[src/rtl/control_fsm_if.sv]
`default_nettype none
// ============================================================================
//  Module      : control_fsm_if
//  Description : Control/flag bundle between the multicycle main controller
//                and the datapath / instruction register.
//                master : controller side. It consumes instruction fields,
//                         ALU flags and mem_ready, and drives selects/enables.
//                slave  : datapath side, with the opposite directions.
//  Signals     : opcode[6:0], funct3[2:0], funct7_5, zero, negative,
//                mem_ready                                   (to controller)
//                pc_write, ir_write, reg_write, mem_write, adr_src,
//                alu_src_a[1:0], alu_src_b[1:0], result_src[1:0],
//                alu_control[2:0], instr_done, illegal_instr, state[3:0]
//                                                          (from controller)
//  Revision    : 1.0 - initial release
// ============================================================================
interface control_fsm_if;
    logic [6:0] opcode;
    logic [2:0] funct3;
    logic       funct7_5;
    logic       zero;
    logic       negative;
    logic       mem_ready;

    logic       pc_write;
    logic       ir_write;
    logic       reg_write;
    logic       mem_write;
    logic       adr_src;
    logic [1:0] alu_src_a;
    logic [1:0] alu_src_b;
    logic [1:0] result_src;
    logic [2:0] alu_control;
    logic       instr_done;
    logic       illegal_instr;
    logic [3:0] state;

    modport master (
        input  opcode, funct3, funct7_5, zero, negative, mem_ready,
        output pc_write, ir_write, reg_write, mem_write, adr_src,
               alu_src_a, alu_src_b, result_src, alu_control,
               instr_done, illegal_instr, state
    );

    modport slave (
        output opcode, funct3, funct7_5, zero, negative, mem_ready,
        input  pc_write, ir_write, reg_write, mem_write, adr_src,
               alu_src_a, alu_src_b, result_src, alu_control,
               instr_done, illegal_instr, state
    );
endinterface
`default_nettype wire

[src/rtl/control_fsm.sv]
`default_nettype none
// ============================================================================
//  Module      : control_fsm
//  Description : Multicycle main controller for the RV32I-subset core.
//                Steps each instruction through fetch, decode, execute,
//                memory and writeback. It drives the datapath selects and
//                enables, and resolves branches from the ALU zero/negative
//                flags.
//  Ports       : clk   - rising-edge clock
//                reset - asynchronous, active-high. It holds the FSM in FETCH
//                        and forces every output to 0.
//                bus   - control_fsm_if.master. It carries the instruction
//                        fields, flags and mem_ready in, and the control word
//                        and debug state out.
//  Revision    : 1.0 - initial release
// ============================================================================
module control_fsm (
    input  wire logic     clk,
    input  wire logic     reset,
    control_fsm_if.master bus
);

    typedef enum logic [3:0] {
        S_FETCH    = 4'd0,
        S_DECODE   = 4'd1,
        S_MEMADR   = 4'd2,
        S_MEMREAD  = 4'd3,
        S_MEMWB    = 4'd4,
        S_MEMWRITE = 4'd5,
        S_EXECR    = 4'd6,
        S_ALUWB    = 4'd7,
        S_EXECI    = 4'd8,
        S_JAL      = 4'd9,
        S_BRANCH   = 4'd10
    } state_t;

    localparam logic [6:0] c_OP_LOAD   = 7'b0000011;
    localparam logic [6:0] c_OP_STORE  = 7'b0100011;
    localparam logic [6:0] c_OP_RTYPE  = 7'b0110011;
    localparam logic [6:0] c_OP_ITYPE  = 7'b0010011;
    localparam logic [6:0] c_OP_JAL    = 7'b1101111;
    localparam logic [6:0] c_OP_BRANCH = 7'b1100011;

    localparam logic [2:0] c_ALU_ADD = 3'b000;
    localparam logic [2:0] c_ALU_SUB = 3'b001;
    localparam logic [2:0] c_ALU_AND = 3'b010;
    localparam logic [2:0] c_ALU_OR  = 3'b011;
    localparam logic [2:0] c_ALU_SLT = 3'b101;

    state_t r_state;
    state_t w_next_state;

    logic       w_pc_write;
    logic       w_ir_write;
    logic       w_reg_write;
    logic       w_mem_write;
    logic       w_adr_src;
    logic [1:0] w_alu_src_a;
    logic [1:0] w_alu_src_b;
    logic [1:0] w_result_src;
    logic [2:0] w_alu_control;
    logic       w_instr_done;
    logic       w_illegal;

    logic       w_alu_f3_ok;
    logic       w_br_f3_ok;
    logic       w_br_taken;
    logic [2:0] w_alu_fn;

    // The instruction register is loaded only in FETCH. Opcode and funct
    // fields therefore stay stable for the rest of the instruction, and
    // later states can decode them again without a private copy.
    always_comb begin
        w_alu_f3_ok = (bus.funct3 == 3'b000) || (bus.funct3 == 3'b010) ||
                      (bus.funct3 == 3'b110) || (bus.funct3 == 3'b111);
        w_br_f3_ok  = (bus.funct3 == 3'b000) || (bus.funct3 == 3'b001) ||
                      (bus.funct3 == 3'b100);
    end

    // Branch condition. blt uses the sign of rs1-rs2 only, so signed
    // overflow is deliberately not compensated.
    always_comb begin
        case (bus.funct3)
            3'b000:  w_br_taken = bus.zero;
            3'b001:  w_br_taken = ~bus.zero;
            3'b100:  w_br_taken = bus.negative;
            default: w_br_taken = 1'b0;
        endcase
    end

    // funct7_5 selects sub only for R-type. addi shares funct3=000 but its
    // bit 30 belongs to the immediate.
    always_comb begin
        case (bus.funct3)
            3'b010:  w_alu_fn = c_ALU_SLT;
            3'b110:  w_alu_fn = c_ALU_OR;
            3'b111:  w_alu_fn = c_ALU_AND;
            default: w_alu_fn = ((r_state == S_EXECR) && bus.funct7_5) ? c_ALU_SUB
                                                                        : c_ALU_ADD;
        endcase
    end

    always_ff @(posedge clk or posedge reset) begin
        if (reset) begin
            r_state <= S_FETCH;
        end else begin
            r_state <= w_next_state;
        end
    end

    always_comb begin
        w_next_state  = S_FETCH;
        w_pc_write    = 1'b0;
        w_ir_write    = 1'b0;
        w_reg_write   = 1'b0;
        w_mem_write   = 1'b0;
        w_adr_src     = 1'b0;
        w_alu_src_a   = 2'b00;
        w_alu_src_b   = 2'b00;
        w_result_src  = 2'b00;
        w_alu_control = c_ALU_ADD;
        w_instr_done  = 1'b0;
        w_illegal     = 1'b0;

        case (r_state)
            S_DECODE: begin
                // Precompute the branch/jump target (old PC + imm) into ALUOut.
                w_alu_src_a = 2'b01;
                w_alu_src_b = 2'b01;
                case (bus.opcode)
                    c_OP_LOAD, c_OP_STORE: w_next_state = S_MEMADR;
                    c_OP_RTYPE: begin
                        if (w_alu_f3_ok) w_next_state = S_EXECR;
                        else             w_illegal    = 1'b1;
                    end
                    c_OP_ITYPE: begin
                        if (w_alu_f3_ok) w_next_state = S_EXECI;
                        else             w_illegal    = 1'b1;
                    end
                    c_OP_JAL:   w_next_state = S_JAL;
                    c_OP_BRANCH: begin
                        if (w_br_f3_ok) w_next_state = S_BRANCH;
                        else            w_illegal    = 1'b1;
                    end
                    default:    w_illegal = 1'b1;
                endcase
            end
            S_MEMADR: begin
                w_alu_src_a  = 2'b10;
                w_alu_src_b  = 2'b01;
                w_next_state = (bus.opcode == c_OP_STORE) ? S_MEMWRITE : S_MEMREAD;
            end
            S_MEMREAD: begin
                w_adr_src    = 1'b1;
                w_result_src = 2'b00;
                w_next_state = bus.mem_ready ? S_MEMWB : S_MEMREAD;
            end
            S_MEMWB: begin
                w_result_src = 2'b01;
                w_reg_write  = 1'b1;
                w_instr_done = 1'b1;
            end
            S_MEMWRITE: begin
                // The strobe is held for the whole wait. Memory signals
                // completion through mem_ready.
                w_adr_src    = 1'b1;
                w_result_src = 2'b00;
                w_mem_write  = 1'b1;
                w_instr_done = bus.mem_ready;
                w_next_state = bus.mem_ready ? S_FETCH : S_MEMWRITE;
            end
            S_EXECR: begin
                w_alu_src_a   = 2'b10;
                w_alu_src_b   = 2'b00;
                w_alu_control = w_alu_fn;
                w_next_state  = S_ALUWB;
            end
            S_EXECI: begin
                w_alu_src_a   = 2'b10;
                w_alu_src_b   = 2'b01;
                w_alu_control = w_alu_fn;
                w_next_state  = S_ALUWB;
            end
            S_ALUWB: begin
                w_result_src = 2'b00;
                w_reg_write  = 1'b1;
                w_instr_done = 1'b1;
            end
            S_JAL: begin
                // PC takes the target held in ALUOut. The ALU forms old PC + 4,
                // which ALUWB then writes to rd.
                w_alu_src_a  = 2'b01;
                w_alu_src_b  = 2'b10;
                w_result_src = 2'b00;
                w_pc_write   = 1'b1;
                w_next_state = S_ALUWB;
            end
            S_BRANCH: begin
                w_alu_src_a   = 2'b10;
                w_alu_src_b   = 2'b00;
                w_alu_control = c_ALU_SUB;
                w_result_src  = 2'b00;
                w_pc_write    = w_br_taken;
                w_instr_done  = 1'b1;
            end
            default: begin
                // FETCH. The unreachable encodings 11-15 also land here, so a
                // corrupted state recovers by fetching again.
                w_adr_src    = 1'b0;
                w_alu_src_a  = 2'b00;
                w_alu_src_b  = 2'b10;
                w_result_src = 2'b10;
                w_ir_write   = bus.mem_ready;
                w_pc_write   = bus.mem_ready;
                w_next_state = bus.mem_ready ? S_DECODE : S_FETCH;
            end
        endcase
    end

    // Outputs are gated with reset. The FETCH decode is not all-zero, so
    // the state register alone cannot quiet the outputs during reset.
    assign bus.pc_write      = w_pc_write    & ~reset;
    assign bus.ir_write      = w_ir_write    & ~reset;
    assign bus.reg_write     = w_reg_write   & ~reset;
    assign bus.mem_write     = w_mem_write   & ~reset;
    assign bus.adr_src       = w_adr_src     & ~reset;
    assign bus.alu_src_a     = w_alu_src_a   & {2{~reset}};
    assign bus.alu_src_b     = w_alu_src_b   & {2{~reset}};
    assign bus.result_src    = w_result_src  & {2{~reset}};
    assign bus.alu_control   = w_alu_control & {3{~reset}};
    assign bus.instr_done    = w_instr_done  & ~reset;
    assign bus.illegal_instr = w_illegal     & ~reset;
    assign bus.state         = r_state       & {4{~reset}};

endmodule
`default_nettype wire

[src/flat_wrapper.sv]
// flat-port wrapper written by rule: the top's interface ports become plain ports
module control_fsm_flat 
  (clk, reset, bus_opcode, bus_funct3, bus_funct7_5, bus_zero, bus_negative, bus_mem_ready, bus_pc_write, bus_ir_write, bus_reg_write, bus_mem_write, bus_adr_src, bus_alu_src_a, bus_alu_src_b, bus_result_src, bus_alu_control, bus_instr_done, bus_illegal_instr, bus_state);
  control_fsm_if bus_i ();
  input  wire logic clk;
  input  wire logic reset;
  input wire logic [$bits(bus_i.opcode)-1:0] bus_opcode;
  input wire logic [$bits(bus_i.funct3)-1:0] bus_funct3;
  input wire logic [$bits(bus_i.funct7_5)-1:0] bus_funct7_5;
  input wire logic [$bits(bus_i.zero)-1:0] bus_zero;
  input wire logic [$bits(bus_i.negative)-1:0] bus_negative;
  input wire logic [$bits(bus_i.mem_ready)-1:0] bus_mem_ready;
  output wire logic [$bits(bus_i.pc_write)-1:0] bus_pc_write;
  output wire logic [$bits(bus_i.ir_write)-1:0] bus_ir_write;
  output wire logic [$bits(bus_i.reg_write)-1:0] bus_reg_write;
  output wire logic [$bits(bus_i.mem_write)-1:0] bus_mem_write;
  output wire logic [$bits(bus_i.adr_src)-1:0] bus_adr_src;
  output wire logic [$bits(bus_i.alu_src_a)-1:0] bus_alu_src_a;
  output wire logic [$bits(bus_i.alu_src_b)-1:0] bus_alu_src_b;
  output wire logic [$bits(bus_i.result_src)-1:0] bus_result_src;
  output wire logic [$bits(bus_i.alu_control)-1:0] bus_alu_control;
  output wire logic [$bits(bus_i.instr_done)-1:0] bus_instr_done;
  output wire logic [$bits(bus_i.illegal_instr)-1:0] bus_illegal_instr;
  output wire logic [$bits(bus_i.state)-1:0] bus_state;
  assign bus_i.opcode = bus_opcode;
  assign bus_i.funct3 = bus_funct3;
  assign bus_i.funct7_5 = bus_funct7_5;
  assign bus_i.zero = bus_zero;
  assign bus_i.negative = bus_negative;
  assign bus_i.mem_ready = bus_mem_ready;
  assign bus_pc_write = bus_i.pc_write;
  assign bus_ir_write = bus_i.ir_write;
  assign bus_reg_write = bus_i.reg_write;
  assign bus_mem_write = bus_i.mem_write;
  assign bus_adr_src = bus_i.adr_src;
  assign bus_alu_src_a = bus_i.alu_src_a;
  assign bus_alu_src_b = bus_i.alu_src_b;
  assign bus_result_src = bus_i.result_src;
  assign bus_alu_control = bus_i.alu_control;
  assign bus_instr_done = bus_i.instr_done;
  assign bus_illegal_instr = bus_i.illegal_instr;
  assign bus_state = bus_i.state;
  control_fsm u_core (.clk(clk), .reset(reset), .bus(bus_i));
endmodule
[config.mk]
export PLATFORM = sky130hd
export DESIGN_NAME = control_fsm_flat
export DESIGN_NICKNAME = d
export VERILOG_FILES = /design/src/rtl/control_fsm_if.sv /design/src/rtl/control_fsm.sv /design/src/flat_wrapper.sv
export SDC_FILE = /design/constraint.sdc
export NUM_CORES = 1
export LEC_CHECK = 0
export CAP_MARGIN = 15
export CORE_ASPECT_RATIO = 0.8
export CORE_MARGIN = 2
export CORE_UTILIZATION = 42
export DETAILED_ROUTE_END_ITERATION = 8
export PLACE_DENSITY_LB_ADDON = 0.15
export SETUP_SLACK_MARGIN = 0.05
export SLEW_MARGIN = 20
export SYNTH_ARGS = -nofsm -noshare
export SYNTH_HDL_FRONTEND = slang
export SYNTH_SLANG_ARGS = --single-unit
[constraint.sdc]
create_clock -name clk -period 2.1 [get_ports clk]
set_clock_uncertainty 0.1 [all_clocks]
set_input_delay 0.63 -clock clk [delete_from_list [all_inputs] [get_ports clk]]
set_output_delay 0.63 -clock clk [all_outputs]
set_load 0.02 [all_outputs]
==> impl_metrics.env, run 1 <==
export IMPL_run_status="stopped before the end"
export IMPL_haltStage="5_1_grt"
export IMPL_tool_error="[ERROR DPL-0038] Utilization greater than 100%, impossible to legalize"
export IMPL_dpl_hpwl_mm=2.33
export IMPL_placed_area_mm2=0.00154
export IMPL_synth_net_count=143
export IMPL_ys_warn_count=0
export IMPL_ys_ff_latch=4
export IMPL_hold_buffers=0
export IMPL_async_flop_share_pct=100
export IMPL_cts_root_buf="clkbuf_4"
export IMPL_yosysSeqAreaShare_pct=11.7
export IMPL_syn_area_um2=856
export IMPL_synth_edff_count=0
export IMPL_cts_sinks=4
export IMPL_htreeDepth=1
export IMPL_synthTopCellsByArea="dfrtp_1 (12%), nor2b_1 (5.8%), nor2_1 (5.7%), a21oi_1 (5.3%), o21ai_1 (5.3%)"
export IMPL_cts_buffers=3
export IMPL_worst_endpoint_kind="output port"
export IMPL_io_buffer_count=35
export IMPL_avgSynthCellArea_um2=6.74
export IMPL_std_cell_rows=14
export IMPL_clockBufferDepth=2
export IMPL_crit_endpoint="bus_ir_write"
export IMPL_synth_top_area_share_pct=11.7
export IMPL_grt_max_degree=9
export IMPL_synthFlopType="dfrtp_1"
export IMPL_yosysTopAreaCell="dfrtp_1"
export IMPL_gp_congestion=0.829
export IMPL_die_w_um=54.5
export IMPL_postSynthCellCount=127
export IMPL_die_height_um=44.4
export IMPL_synth_cell_types=43
export IMPL_num_io_pins=36
export IMPL_start_util_pct=44.8
export IMPL_dp_cells=221
[cell usage after synthesis (2+ instances only)]
cell	count
nor2_1	13
nand2_1	11
a21oi_1	9
o21ai_1	9
nor2b_1	8
nand2b_1	6
nand3_1	5
and2b_1	4
buf_6	4
dfrtp_1	4
a31oi_1	3
and2_1	3
inv_1	3
nor2_2	3
nor3_1	3
o21ai_0	3
a21o_1	2
a311oi_1	2
and3_1	2
and3b_1	2
buf_4	2
nor4_2	2
o211ai_1	2
o221ai_1	2
xnor2_1	2
[repair_timing]
action / in CTS
setup endpoints to repair: 20
pin swaps: 31
resized for setup: 199
setup buffers: 19
[per-stage QoR]
stage / TNS, ns / setup WS, ns
4_1_cts: -1.20 / -0.155
3_5_place_dp: -15.15 / -1.06
3_3_place_gp: -14.84 / -1.01
2_1_floorplan: -0.00624 / -0.00624
[logic make-up after synthesis]
logic type                synth area share, %
AOI/OAI and AO/OA                        28.1
xor gates and xnor gates                 3.07
buffers and inverters                    9.35
DFF                                      11.7
muxes                                    1.17
and+or+nand+nor                          46.6
==> inputs of run 2 (changes only) <==
CORE_AREA = 2 2 63 65   (was not set)
CORE_ASPECT_RATIO = not set   (was 0.8)
CORE_MARGIN = not set   (was 2)
CORE_UTILIZATION = not set   (was 42)
DIE_AREA = 0 0 65 67   (was not set)
SETUP_SLACK_MARGIN = not set   (was 0.05)
==> run 2 against run 1 <==
The flow now finishes, with violations (negative setup slack). Synthesized area unchanged. Synthesized cell count did not move.
==> impl_metrics.env, run 2 <==
export IMPL_run_status="finished, violations left"
export IMPL_violations="negative setup slack"
export IMPL_crit_top_cell="buf_6"
export IMPL_r2r_cells=7
export IMPL_grt_overflow=0
export IMPL_multi_input_comb_area_um2=855
export IMPL_nets=233
export IMPL_start_util_pct=23.7
export IMPL_grt_pass1_wl_mm=5.58
export IMPL_placed_area_mm2=0.00158
export IMPL_cp_arrival_ns=1.48
export IMPL_cp_start_kind="input port"
export IMPL_drtPass1Iterations=4
export IMPL_syn_area_um2=856
export IMPL_wl_per_cell_um=13.4
export IMPL_fp_dieArea_mm2=0.00436
export IMPL_synthTopCellsByArea="dfrtp_1 (12%), nor2b_1 (5.8%), nor2_1 (5.7%), a21oi_1 (5.3%), o21ai_1 (5.3%)"
export IMPL_coreArea_mm2=0.00361
export IMPL_switchingPower_mw=0.623
export IMPL_final_fill_count=363
export IMPL_finalCritPeriodShare_pct=105
export IMPL_fin_crit_ns=2.21
export IMPL_dpl_hpwl_mm=2.57
export IMPL_die_height_um=67
export IMPL_ys_warn_count=0
export IMPL_pwr_share_seq_pct=10.7
export IMPL_cts_buffers=3
export IMPL_clockPowerShare_pct=10.7
export IMPL_share_comb_of_total_power_pct=78.6
export IMPL_synth_cell_types=43
export IMPL_yosysMostFrequentCell="nor2_1"
export IMPL_worst_skew_pair_late_latency_ns=0.21
export IMPL_cp_max_fo=4
export IMPL_setup_ws_ns=-0.113
export IMPL_synthFlopType="dfrtp_1"
export IMPL_die_w_um=65
export IMPL_avgSynthCellArea_um2=6.74
export IMPL_drive_above_1_share_pct=60.5
export IMPL_grt_setup_unrepaired="true"
export IMPL_yosysTopAreaCell="dfrtp_1"
export IMPL_drv_cap=0
export IMPL_layoutNonFillerInstCount=263
export IMPL_dp_cells=247
export IMPL_gp_congestion=0.846
export IMPL_avgViaCountPerCell=4.90
export IMPL_antenna_found_initial=0
export IMPL_insertedDiodeCount=0
export IMPL_critPathTopFamily="buffers and inverters"
export IMPL_leakage_nw=0.862
export IMPL_p_int_mw=0.839
export IMPL_reg_top3="u_core.r_state x4"
export IMPL_postSynthCellCount=127
export IMPL_slew_viol_final=0
export IMPL_track_usage_pct=16.3
export IMPL_ys_ff_latch=4
export IMPL_r2r_start="u_core.r_state[1]$_DFF_PP0_"
export IMPL_power_density_mw_per_mm2=776
export IMPL_path_class="in2out"
export IMPL_clockBufferDepth=2
export IMPL_endpoint_kind="output port"
export IMPL_final_common_cell="buf_4"
export IMPL_swShare_pct=42.6
export IMPL_layout_area_seq_um2=104
export IMPL_min_path_type="in2async"
export IMPL_routed_wl_mm=3.53
export IMPL_largest_reg_flops=4
export IMPL_num_io_pins=36
export IMPL_relSlewSlack_pct=77.2
export IMPL_required_ns=1.37
export IMPL_cp_slowest_cell="o211ai_1"
export IMPL_tightest_slew_ns=0.338
export IMPL_hold_viol_final=0
export IMPL_synth_top_area_share_pct=11.7
export IMPL_max_stage_delay_ns=0.17
export IMPL_crit_chain="buf_6 -> buf_6 -> xnor2_1 -> o211ai_1 -> a31oi_1 -> nor2_1 -> buf_4"
export IMPL_vdd_drop_max_uv=331
export IMPL_regMostFlops="u_core.r_state"
export IMPL_setup_violations_final=11
export IMPL_r2r_slack_ns=0.34
export IMPL_drt_iter0_markers=22
export IMPL_clk_pin_slew_ns=0.03
export IMPL_cts_tree="yes"
export IMPL_final_area_mm2=0.00188
export IMPL_synth_edff_count=0
export IMPL_htreeDepth=1
export IMPL_final_cell_mix="buf_4 (51), buf_6 (21), nor2_1 (9), nand2_1 (8), o21ai_1 (8)"
export IMPL_via_count=1288
export IMPL_r2r_end="u_core.r_state[0]$_DFF_PP0_"
export IMPL_grt_max_degree=10
export IMPL_async_flop_share_pct=100
export IMPL_std_cell_rows=22
export IMPL_grt_pass1_vias=1285
export IMPL_io_buffer_count=35
export IMPL_fmax_ghz=0.452
export IMPL_cts_root_buf="clkbuf_8"
export IMPL_yosysSeqAreaShare_pct=11.7
export IMPL_areaGrowthSynthToFinish_pct=120
export IMPL_worst_path_buf_inv=3
export IMPL_cts_sinks=4
export IMPL_yosys_top_cells_count="nor2_1 (13), nand2_1 (11), a21oi_1 (9), o21ai_1 (9), nor2b_1 (8)"
export IMPL_drc=0
export IMPL_detail_route_antenna_nets=0
export IMPL_synth_net_count=143
-- run 2: cell type report --
| class | count | share of cell area [%] |
|---|---|---|
| multi-input cells | 112 | 45.4 |
| repair buffers | 93 | 42.8 |
| flip-flops and latches | 4 | 5.51 |
| well taps | 48 | 3.19 |
| clock buffers | 3 | 2.19 |
| inverters | 3 | 0.996 |
-- run 2: what timing repair did --
item,CTS,global route
hold buffers,0,0
gates cloned,0,0
resized for setup,191,19
endpoints found under the setup margin,20,18
setup buffers,11,3
pin swaps,26,6
-- run 2: routing by layer --
layer | global-route usage [%] | wire length [um]
met1 | 18.0 | 1430
met2 | 33.5 | 1960
met3 | 1.69 | 127
met4 | 2.39 | 14
met5 | 0 | 0
-- run 2: how the worst max path moves through the flow --
stage                                      from                end  slack, ns  cells after the start
finish                            bus_funct3[0]       bus_pc_write      -0.11                      7
floorplan                         bus_funct3[0]  bus_illegal_instr     -0.006                      4
global placement                  bus_funct3[2]  bus_illegal_instr      -1.07                      6
CTS                 u_core.r_state[1]$_DFF_PP0_  bus_illegal_instr      -0.12                      4
global route                      bus_funct3[0]       bus_pc_write      -0.20                      7
detailed placement                bus_funct3[2]  bus_illegal_instr      -1.06                      6
-- run 2: logic make-up after synthesis --
logic type	Yosys count	synth area share, %
mux	1	1.17
xor+xnor	3	3.07
buf+inv	11	9.35
simple gates	70	46.6
compound gates	38	28.1
flops	4	11.7
-- run 2: per-stage QoR --
| stage | power (mW) | util (%) | hold WS (ns) | setup TNS [ns] | setup slack [ns] |
|---|---|---|---|---|---|
| final | 1.46 | 52.3 | 0.475 | -0.660 | -0.113 |
| after global routing | 1.56 | 52.3 | 0.503 | -1.51 | -0.196 |
| after CTS | 1.37 | 50.8 | 0.474 | -0.565 | -0.123 |
| after detailed placement | 1.03 | 43.8 | 0.629 | -15.53 | -1.06 |
| after global placement | 1.02 | 43.8 | 0.625 | -15.46 | -1.07 |
| after floorplan | 0.591 | - | 0.308 | -0.00624 | -0.00624 |
-- run 2: worst min-delay path, stage by stage --
cell and delay [ns]:
buf_2 0.13, buf_6 0.15, inv_2 0.07, buf_4 0.13
-- run 2: power by group through the flow --
stage | clock network, mW | registers [mW] | logic (mW)
after floorplan | 0 | 0.107 | 0.483
after global placement | 0 | 0.148 | 0.876
after detailed placement | 0 | 0.146 | 0.880
after CTS | 0.161 | 0.155 | 1.06
after global routing | 0.167 | 0.160 | 1.23
final | 0.157 | 0.156 | 1.15
Power figures use the tool's default switching activity.
